**src/rtl/dcache_pkg.sv**
```systemverilog
// Shared types and constants for the direct-mapped data cache.
// Holds the FSM state enum, address-field constants and the byte-lane selector.
package dcache_pkg;

    localparam int ADDR_W    = 8;
    localparam int OFFSET_W  = 2;
    localparam int INDEX_LSB = OFFSET_W;
    localparam int BYTE_W    = 8;
    localparam int BLOCK_W   = 32;

    typedef enum logic [1:0] {
        IDLE,
        WRITEBACK,
        FETCH,
        UPDATE
    } state_t;

    function automatic logic [BYTE_W-1:0] select_byte(
        input logic [BLOCK_W-1:0]  block,
        input logic [OFFSET_W-1:0] offset
    );
        return block[{offset, 3'b000} +: BYTE_W];
    endfunction

endpackage

```
**src/rtl/dcache_if.sv**
```systemverilog
// CPU-side data-memory port of the cache: load/store request in, data and stall out.
interface dcache_if;
    import dcache_pkg::*;

    logic              read;
    logic              write;
    logic [ADDR_W-1:0] ADDRESS;
    logic [BYTE_W-1:0] WRITEDATA;
    logic [BYTE_W-1:0] READDATA;
    logic              BUSYWAIT;

    modport master (
        output read, write, ADDRESS, WRITEDATA,
        input  READDATA, BUSYWAIT
    );

    modport slave (
        input  read, write, ADDRESS, WRITEDATA,
        output READDATA, BUSYWAIT
    );

endinterface

```
**src/rtl/dcache_ctrl.sv**
```systemverilog
// Miss-handling FSM and registered memory-side handshake for dcache_direct.
// Optional hit/miss counters are built when DCACHE_STATS_EN is defined.
module dcache_ctrl
    import dcache_pkg::*;
#(
    parameter int INDEX_W = 3,
    parameter int TAG_W   = 3
) (
    input  logic                     CLK,
    input  logic                     RESET,
    input  logic                     req,
    input  logic                     hit,
    input  logic                     victim_dirty,
    input  logic [TAG_W-1:0]         req_tag,
    input  logic [INDEX_W-1:0]       req_index,
    input  logic [TAG_W-1:0]         victim_tag,
    input  logic [BLOCK_W-1:0]       victim_data,
    input  logic                     mem_busywait,
    output state_t                   state,
    output logic [TAG_W-1:0]         fill_tag,
    output logic [INDEX_W-1:0]       fill_index,
    output logic                     mem_read,
    output logic                     mem_write,
    output logic [TAG_W+INDEX_W-1:0] mem_address,
    output logic [BLOCK_W-1:0]       mem_writedata
`ifdef DCACHE_STATS_EN
    ,
    output logic [15:0]              hit_count,
    output logic [15:0]              miss_count
`endif
);

    // The request fields are latched on the miss so a withdrawn request still fills the right line.
    always_ff @(posedge CLK or posedge RESET) begin
        if (RESET) begin
            state         <= IDLE;
            fill_tag      <= '0;
            fill_index    <= '0;
            mem_read      <= 1'b0;
            mem_write     <= 1'b0;
            mem_address   <= '0;
            mem_writedata <= '0;
        end else begin
            case (state)
                IDLE: begin
                    if (req && !hit) begin
                        fill_tag   <= req_tag;
                        fill_index <= req_index;
                        if (victim_dirty) begin
                            state         <= WRITEBACK;
                            mem_write     <= 1'b1;
                            mem_address   <= {victim_tag, req_index};
                            mem_writedata <= victim_data;
                        end else begin
                            state       <= FETCH;
                            mem_read    <= 1'b1;
                            mem_address <= {req_tag, req_index};
                        end
                    end
                end
                WRITEBACK: begin
                    if (!mem_busywait) begin
                        state       <= FETCH;
                        mem_write   <= 1'b0;
                        mem_read    <= 1'b1;
                        mem_address <= {fill_tag, fill_index};
                    end
                end
                FETCH: begin
                    if (!mem_busywait) begin
                        state    <= UPDATE;
                        mem_read <= 1'b0;
                    end
                end
                UPDATE:  state <= IDLE;
                default: state <= IDLE;
            endcase
        end
    end

`ifdef DCACHE_STATS_EN
    logic post_fill;

    // The hit that completes a fill is part of that miss, so post_fill keeps it out of hit_count.
    always_ff @(posedge CLK or posedge RESET) begin
        if (RESET) begin
            hit_count  <= '0;
            miss_count <= '0;
            post_fill  <= 1'b0;
        end else begin
            post_fill <= (state == UPDATE);
            if (state == IDLE && req && hit && !post_fill && hit_count != 16'hFFFF)
                hit_count <= hit_count + 16'd1;
            if (state == IDLE && req && !hit && miss_count != 16'hFFFF)
                miss_count <= miss_count + 16'd1;
        end
    end
`endif

endmodule

```
**src/rtl/dcache_direct.sv**
```systemverilog
// Direct-mapped, write-back, write-allocate data cache between a single-cycle CPU and block memory.
// Define DCACHE_STATS_EN to add the hit_count/miss_count outputs.
module dcache_direct
    import dcache_pkg::*;
#(
    parameter int INDEX_W = 3
) (
    input  logic                     CLK,
    input  logic                     RESET,
    dcache_if.slave                  cpu,
    output logic                     mem_read,
    output logic                     mem_write,
    output logic [ADDR_W-OFFSET_W-1:0] mem_address,
    output logic [BLOCK_W-1:0]       mem_writedata,
    input  logic [BLOCK_W-1:0]       mem_readdata,
    input  logic                     mem_busywait
`ifdef DCACHE_STATS_EN
    ,
    output logic [15:0]              hit_count,
    output logic [15:0]              miss_count
`endif
);

    localparam int TAG_W = ADDR_W - INDEX_W - OFFSET_W;
    localparam int LINES = 1 << INDEX_W;

    logic [LINES-1:0]   valid_bits;
    logic [LINES-1:0]   dirty_bits;
    logic [TAG_W-1:0]   tag_array  [LINES];
    logic [BLOCK_W-1:0] data_array [LINES];

    logic [TAG_W-1:0]    req_tag;
    logic [INDEX_W-1:0]  req_index;
    logic [OFFSET_W-1:0] req_offset;
    logic                req;
    logic                hit;
    logic                write_hit;
    state_t              state;
    logic [TAG_W-1:0]    fill_tag;
    logic [INDEX_W-1:0]  fill_index;

    assign req_tag    = cpu.ADDRESS[ADDR_W-1 -: TAG_W];
    assign req_index  = cpu.ADDRESS[INDEX_LSB +: INDEX_W];
    assign req_offset = cpu.ADDRESS[OFFSET_W-1:0];
    assign req        = cpu.read || cpu.write;
    assign hit        = valid_bits[req_index] && (tag_array[req_index] == req_tag);
    assign write_hit  = cpu.write && (state == IDLE) && hit;

    // Stall is purely combinational so it rises in the same cycle a missing request appears.
    assign cpu.BUSYWAIT = !RESET && req && !((state == IDLE) && hit);
    assign cpu.READDATA = select_byte(data_array[req_index], req_offset);

    always_ff @(posedge CLK or posedge RESET) begin
        if (RESET) begin
            valid_bits <= '0;
            dirty_bits <= '0;
        end else if (state == UPDATE) begin
            valid_bits[fill_index] <= 1'b1;
            dirty_bits[fill_index] <= 1'b0;
        end else if (write_hit) begin
            dirty_bits[req_index] <= 1'b1;
        end
    end

    // Line contents need no reset; valid_bits guard every use of them.
    always_ff @(posedge CLK) begin
        if (state == UPDATE) begin
            data_array[fill_index] <= mem_readdata;
            tag_array[fill_index]  <= fill_tag;
        end else if (write_hit) begin
            data_array[req_index][{req_offset, 3'b000} +: BYTE_W] <= cpu.WRITEDATA;
        end
    end

    dcache_ctrl #(
        .INDEX_W (INDEX_W),
        .TAG_W   (TAG_W)
    ) u_ctrl (
        .CLK           (CLK),
        .RESET         (RESET),
        .req           (req),
        .hit           (hit),
        .victim_dirty  (valid_bits[req_index] && dirty_bits[req_index]),
        .req_tag       (req_tag),
        .req_index     (req_index),
        .victim_tag    (tag_array[req_index]),
        .victim_data   (data_array[req_index]),
        .mem_busywait  (mem_busywait),
        .state         (state),
        .fill_tag      (fill_tag),
        .fill_index    (fill_index),
        .mem_read      (mem_read),
        .mem_write     (mem_write),
        .mem_address   (mem_address),
        .mem_writedata (mem_writedata)
`ifdef DCACHE_STATS_EN
        ,
        .hit_count     (hit_count),
        .miss_count    (miss_count)
`endif
    );

endmodule

```
**src/flat_wrapper.sv**
```systemverilog
// flat-port wrapper written by rule: the top's interface ports become plain ports
module dcache_direct_flat import dcache_pkg::*;
#(
    parameter int INDEX_W = 3
)
  (CLK, RESET, mem_read, mem_write, mem_address, mem_writedata, mem_readdata, mem_busywait, cpu_read, cpu_write, cpu_ADDRESS, cpu_WRITEDATA, cpu_READDATA, cpu_BUSYWAIT);
  dcache_if cpu_i ();
  input  logic CLK;
  input  logic RESET;
  output logic mem_read;
  output logic mem_write;
  output logic [ADDR_W-OFFSET_W-1:0] mem_address;
  output logic [BLOCK_W-1:0] mem_writedata;
  input  logic [BLOCK_W-1:0] mem_readdata;
  input  logic mem_busywait;
  input wire logic [$bits(cpu_i.read)-1:0] cpu_read;
  input wire logic [$bits(cpu_i.write)-1:0] cpu_write;
  input wire logic [$bits(cpu_i.ADDRESS)-1:0] cpu_ADDRESS;
  input wire logic [$bits(cpu_i.WRITEDATA)-1:0] cpu_WRITEDATA;
  output wire logic [$bits(cpu_i.READDATA)-1:0] cpu_READDATA;
  output wire logic [$bits(cpu_i.BUSYWAIT)-1:0] cpu_BUSYWAIT;
  assign cpu_i.read = cpu_read;
  assign cpu_i.write = cpu_write;
  assign cpu_i.ADDRESS = cpu_ADDRESS;
  assign cpu_i.WRITEDATA = cpu_WRITEDATA;
  assign cpu_READDATA = cpu_i.READDATA;
  assign cpu_BUSYWAIT = cpu_i.BUSYWAIT;
  dcache_direct #(.INDEX_W(INDEX_W)) u_core (.CLK(CLK), .RESET(RESET), .cpu(cpu_i), .mem_read(mem_read), .mem_write(mem_write), .mem_address(mem_address), .mem_writedata(mem_writedata), .mem_readdata(mem_readdata), .mem_busywait(mem_busywait));
endmodule
```
**config.mk**
```make
export PLATFORM = sky130hd
export DESIGN_NAME = dcache_direct_flat
export DESIGN_NICKNAME = d
export VERILOG_FILES = /design/src/rtl/dcache_pkg.sv /design/src/rtl/dcache_if.sv /design/src/rtl/dcache_ctrl.sv /design/src/rtl/dcache_direct.sv /design/src/flat_wrapper.sv
export SDC_FILE = /design/constraint.sdc
export NUM_CORES = 1
export LEC_CHECK = 0
export CORE_UTILIZATION = 59
export CTS_CLUSTER_DIAMETER = 200
export CTS_CLUSTER_SIZE = 25
export DETAILED_ROUTE_END_ITERATION = 12
export PLACE_DENSITY = 0.8
export SLEW_MARGIN = 20
export SYNTH_ARGS = -nofsm -noshare
export SYNTH_HDL_FRONTEND = slang
export SYNTH_SLANG_ARGS = --single-unit
```
**constraint.sdc**
```tcl
create_clock -name CLK -period 4.3 [get_ports CLK]
set_clock_uncertainty 0.1 [all_clocks]
set_input_delay 1.075 -clock CLK [delete_from_list [all_inputs] [get_ports CLK]]
set_output_delay 1.075 -clock CLK [all_outputs]
set_load 0.02 [all_outputs]
```
# --- Word level (Yosys, flattened, before mapping) ---
# Memories as Yosys holds them, arrays and structs flattened.
# Index checks and enable logic that the tools add are counted.
classes:
  n_addsub: 1
  n_mux: 35
  order_cmp: 4
  n_reduce_logical: 25
  eq_ne: 9
  bitwise_logic: 4
  shift: 3
op_table:
  columns: ["op", "n"]
  rows:
  - ["$mux 32", 3]
  - ["$reduce_or 32->1", 1]
  - ["$shift 8x7->32 const A", 1]
  - ["$shiftx 32x6->8", 1]
  - ["$shiftx 8x7->32", 1]
  - ["$mux 6", 3]
  - ["$mux 8", 2]
  - ["$or 8x8->8", 2]
  - ["$mux 1", 14]
  - ["$pmux 6 s2", 1]
  - ["$logic_and 1x1->1", 10]
  - ["$ne 2x2->1 const B", 5]
  - ["$reduce_and 3->1", 3]
  - ["$and 8x8->8", 1]
  - ["$lt 3x4->1 const B", 2]
  - ["$mux 2", 4]
  - ["$not 8->8", 1]
  - ["$pmux 2 s4", 1]
  - ["$neg 5->7", 1]
  - ["$bmux 1 s3", 2]
  - ["$demux 1 s3", 2]
  - ["$ge 3x1->1 const B", 2]
  - ["$reduce_and 5->1", 1]
  - ["$eq 2x2->1 const B", 2]
  - ["other kinds (12)", 15]
totals:
  mem_bits_rw: 280
  out_inout_bits: 49
  register_bits: 64
  n_memories: 2
mem_list:
  columns: ["name", "words", "word_bits", "read_ports", "rd_clocked_by_memory_dff", "wr", "line_no", "text"]
  rows:
  - ["u_core.data_array", 8, 32, 1, 0, 1, "dcache_direct.sv:30", "logic [BLOCK_W-1:0] data_array [LINES];"]
  - ["u_core.tag_array", 8, 3, 1, 0, 1, "dcache_direct.sv:29", "logic [TAG_W-1:0] tag_array [LINES];"]

# --- Depth between registers and ports, before layout ---
logic_depth:
  word_depth: 9
  depth_mapped: 12
  ltp_nobuf: 8

# --- Cells and area by module ---
# Synthesis repeated with hierarchy kept, for this count alone.
hier_totals:
  hier_cells: 1000
  hier_area_um2: 14903.0
modules_own_cells:
  columns: ["module", "cells_each", "area_each_um2", "instances"]
  rows:
  - ["dcache_direct", 853, 12858.6, 1]
  - ["dcache_ctrl", 147, 2044.5, 1]

# --- Worst setup path after synthesis ---
# OpenSTA, ideal clock, no wires.
synth_path:
  path_kind: "input to output"
  from: "input port cpu_ADDRESS[3]"
  to: "output port cpu_READDATA[4]"
  path_buffers: 4
  required_ns: 3.125
  slack_ns: -0.001
  cell_stages: 8
  t_arrival_ns: 3.126
  path_cell_list: "buf_6 buf_6 buf_2 buf_1 mux2_2 a221oi_1 o22ai_1 mux4_2"
synth_between:
  elab_chain_cells: 2
synth_rtl:
  columns: ["item", "line_no", "text"]
  rows:
  - ["from (decl)", "flat_wrapper.sv:18", "input wire logic [$bits(cpu_i.ADDRESS)-1:0] cpu_ADDRESS;"]
  - ["$mem_v2 8x32", null, null]
  - ["$shiftx 32x6->8", "dcache_pkg.sv:22", "return block[{offset, 3'b000} +: BYTE_W];"]
  - ["to (decl)", "flat_wrapper.sv:20", "output wire logic [$bits(cpu_i.READDATA)-1:0] cpu_READDATA;"]
# Every way passes these cells.

# --- Final worst setup path ---
# Same ends and word-level chain as after synthesis.

==> flow_summary_export.csv <==
group,metric,value,unit
power_and_ir_drop,cellPowerDensity,489,nW/um2
worst_setup_path,path_cells,"buf_8 -> buf_12 -> mux2_2 -> a221oi_2 -> o22ai_1 -> buf_4 -> mux4_2 -> clkdlybuf4s15_2",
hold_path,hold_path_class,"register to register",
clock_tree,hold_buffers,0,
timing,tightest_slew,1.08,ns
power_and_ir_drop,p_clk_share,19.8,%
logic_synthesis,synth_ff_type,"edfxtp_1",
logic_synthesis,avgSynthCellArea,13.9,um2
logic_synthesis,yosysUniqueCellTypes,65,
routing,drc_errors,0,
logic_synthesis,synthAdderAreaFrac,0.669,%
status,status,"finished, final reports clean",
logic_synthesis,synth_fp_nets,1141,
floorplan,top_level_ports,102,
finish,drive_gt1_share,27.3,%
clock_tree,htree_num_levels,1,
logic_synthesis,synth-compound-area-share,11.1,%
grt,grt_usage,31.3,%
grt,grt_overflow,0,
finish,postLayoutCoreUtil,74.6,%
finish,area_delta_synth_final,22.6,%
clock_tree,clockBufferDepth,3,
floorplan,coreArea,24600,um2
worst_setup_path,crit_required,3.12,ns
routing,dr.pass1.iters,6,
floorplan,start_util,60.8,%
finish,most-common-layout-cells,"280 x edfxtp_1, 186 x buf_4, 89 x clkdlybuf4s50_1, 72 x nor2_1, 71 x o21ai_0",
grt,grt_pass1_wl,60.7,mm
finish,final_common_cell,"edfxtp_1",
grt,grt_pass1_vias,10300,
timing,rsz0062_at_grt,"yes",
worst_setup_path,reg2reg_depth,9,
clock_tree,clk_pin_slew_worst_paths,0.10,ns
timing,slew_violations,0,
worst_setup_path,cp_top_family,"multiplexers",
power_and_ir_drop,seqPwrFrac,50.7,%
power_and_ir_drop,internal-power,6.15,mW
timing,hold_viol_final,0,
routing,first_iter_violations,1586,
logic_synthesis,muxShareOfSynthArea,10.5,%
routing,drt-total-wl,40.5,mm
routing,via_count,10600,
worst_setup_path,worstSetupStartpointType,"input port",
placed_design,dp_hpwl,28.3,mm
clock_tree,cts_root_buf,"clkbuf_16",
worst_setup_path,arrival,3.10,ns
timing,tns,0,ns
routing,ant_nets,0,
worst_setup_path,slowest_stage,"mux4_2",
timing,relSlewSlack,27.8,%
clock_tree,insertion_delay,0.53,ns
logic_synthesis,yosysSeqAreaShare,66.9,%
power_and_ir_drop,ir_worst_vdd,0.000489,V
worst_setup_path,end_kind,"output pin",
logic_synthesis,yosysWarnings,0,
logic_synthesis,synth_edf_count,280,
grt,grt_start_max_net_pins,65,
hold_path,whs_path_depth,1,
power_and_ir_drop,sw_frac_of_total,31.5,%
routing,avgRoutedWirePerCell,24.3,um
floorplan,dieArea,26000,um2
logic_synthesis,ys_async_sr_fraction,18.6,%
flow_run,cap_viol_max_count,0,
clock_tree,cts_buffers,17,
finish,final_nets,1394,
worst_setup_path,slowest_delay,0.46,ns
worst_setup_path,path_buf_inv,4,
floorplan,rows,57,
worst_setup_path,path_max_fanout,15,
timing,layout_min_cycle_time,4.28,ns
timing,final-setup-viol-count,0,
grt,antenna_found_initial,0,
clock_tree,cts_tree,"done",
clock_tree,cts_sinks,344,
timing,finalCritPeriodShare,99.5,%
logic_synthesis,ys_ff_latch,344,
logic_synthesis,syn-cell-area,15000,um2
floorplan,die_x,161,um
worst_setup_path,cp_num_cells,8,
logic_synthesis,synth-simple-area-share,7.41,%
routing,vias_per_cell,6.34,
floorplan,die_y,161,um
finish,antennaDiodeCount,0,
power_and_ir_drop,power,8.97,mW
worst_setup_path,critPathKind,"input port to output pin",
power_and_ir_drop,power.switching,2.83,mW
power_and_ir_drop,power_frac_comb,29.5,%
placed_design,gp_congestion,0.918,
timing,fmax,234,MHz
placed_design,port-buffer-count,101,
logic_synthesis,synth_top_family_by_area,"compound AO/OA/AOI/OAI gates",
logic_synthesis,synth_xor_area_share,0,%
logic_synthesis,syn_inst,1080,
power_and_ir_drop,p_leak,6.81,nW
==> power by group through the flow <==
| stage | Clock (mW) | Combinational (mW) | Sequential, mW |
|---|---|---|---|
| floorplan | 0 | 1.22 | 4.72 |
| global placement | 0 | 2.49 | 4.58 |
| detailed placement | 0 | 2.56 | 4.61 |
| CTS | 1.78 | 2.59 | 4.54 |
| global route | 1.88 | 2.80 | 4.61 |
| finish | 1.78 | 2.64 | 4.55 |
==> per-layer routing <==
layer,share of wire [%],up-vias,global-route usage (%),routed length [um]
met5,0,-,0,0
met4,3.8,0,11.5,1530
met3,11,107,5.08,4300
met2,47,747,50.6,19200
met1,38,5133,43.2,15500
li1,-,4590,-,-
==> cell type report <==
cell class,instances,area (um2)
Clock buffer,28,467
Tap cell,324,405
Sequential cell,344,10000
Inverter,50,188
Multi-Input combinational cell,618,4620
Clock inverter,2,17.5
Timing Repair Buffer,302,2640
Fill cell,1528,6250
==> cells in the mapped netlist (2+ instances only) <==
library cell	count	area share (%)
nor3_1	8	0.27
o22ai_1	28	1.2
mux2i_1	54	3.6
nor2b_1	6	0.25
o21ai_0	72	2.4
buf_2	20	0.67
o211ai_2	3	0.25
o221ai_1	6	0.35
a31oi_1	3	0.13
edfxtp_1	280	56
o31ai_1	3	0.15
or2_2	7	0.29
a221oi_1	24	1.4
nor3b_1	3	0.15
mux4_2	11	1.7
a22o_1	16	0.94
or2_1	2	0.084
a22oi_1	17	0.85
and2_1	6	0.25
or4_1	2	0.10
buf_1	6	0.15
o21a_1	2	0.10
o21ai_1	7	0.23
clkbuf_1	35	0.88
ha_1	8	0.67
nand2_1	61	1.5
o221a_2	2	0.15
a31oi_2	4	0.33
or3_1	5	0.21
dfrtp_1	64	11
inv_1	48	1.2
nor2_2	2	0.084
nor2_1	73	1.8
o2111a_1	3	0.23
a21oi_1	35	1.2
a21o_1	6	0.30
nand3_1	38	1.3
nand2b_1	7	0.29
mux2_2	70	5.3
or3b_1	3	0.18
buf_4	2	0.10
buf_6	5	0.38
==> per-stage QoR <==
step | worst slack [ns] | instance area, um2 | hold WS, ns | cells
floorplan | 0.0440 | 15000 | 0.328 | 1080
global placement | -0.429 | 17600 | 0.352 | 1631
detailed placement | -0.491 | 17600 | 0.348 | 1631
CTS | -0.0595 | 18200 | 0.380 | 1662
global route | -0.0164 | 18400 | 0.400 | 1668
finish | 0.0205 | 18400 | 0.373 | 1668
==> kinds of logic after synthesis <==
logic type	Yosys count
DFF	344
buffers and inverters	118
muxes	135
and+or+nand+nor	232
AOI/OAI and AO/OA	243
adders and majority gates	8
==> worst paths after layout <==
path / from / end / slack, ns
setup / recovery: cpu_ADDRESS[3] / cpu_READDATA[4] / 0.02
hold reg to reg: u_core.valid_bits[7] / u_core.valid_bits[7] / 0.37
hold / removal: u_core.valid_bits[7] / u_core.valid_bits[7] / 0.37
min in group asynchronous: RESET / u_core.u_ctrl.mem_address[5] / 0.84
setup reg to reg: u_core.tag_array[3][1] / u_core.data_array[6][24] / 0.88
max in group asynchronous: RESET / u_core.u_ctrl.mem_writedata[28] / 2.26
==> flip-flops by register name (all words and copies together) (netlist names) <==
signal                       flops
u_core.data_array              256
u_core.dirty_bits                8
u_core.tag_array                24
u_core.u_ctrl.fill_index         3
u_core.u_ctrl.fill_tag           3
u_core.u_ctrl.mem_address        6
u_core.u_ctrl.mem_read           1
u_core.u_ctrl.mem_write          1
u_core.u_ctrl.mem_writedata     32
u_core.u_ctrl.state              2
u_core.valid_bits                8
==> what timing repair did <==
item                                    4_1_cts  5_1_grt
endpoints found under the setup margin        9        8
pin swaps                                     1        2
setup buffers                                 1        6
resized for setup                            46       27
(Power assumes the default switching activity.)
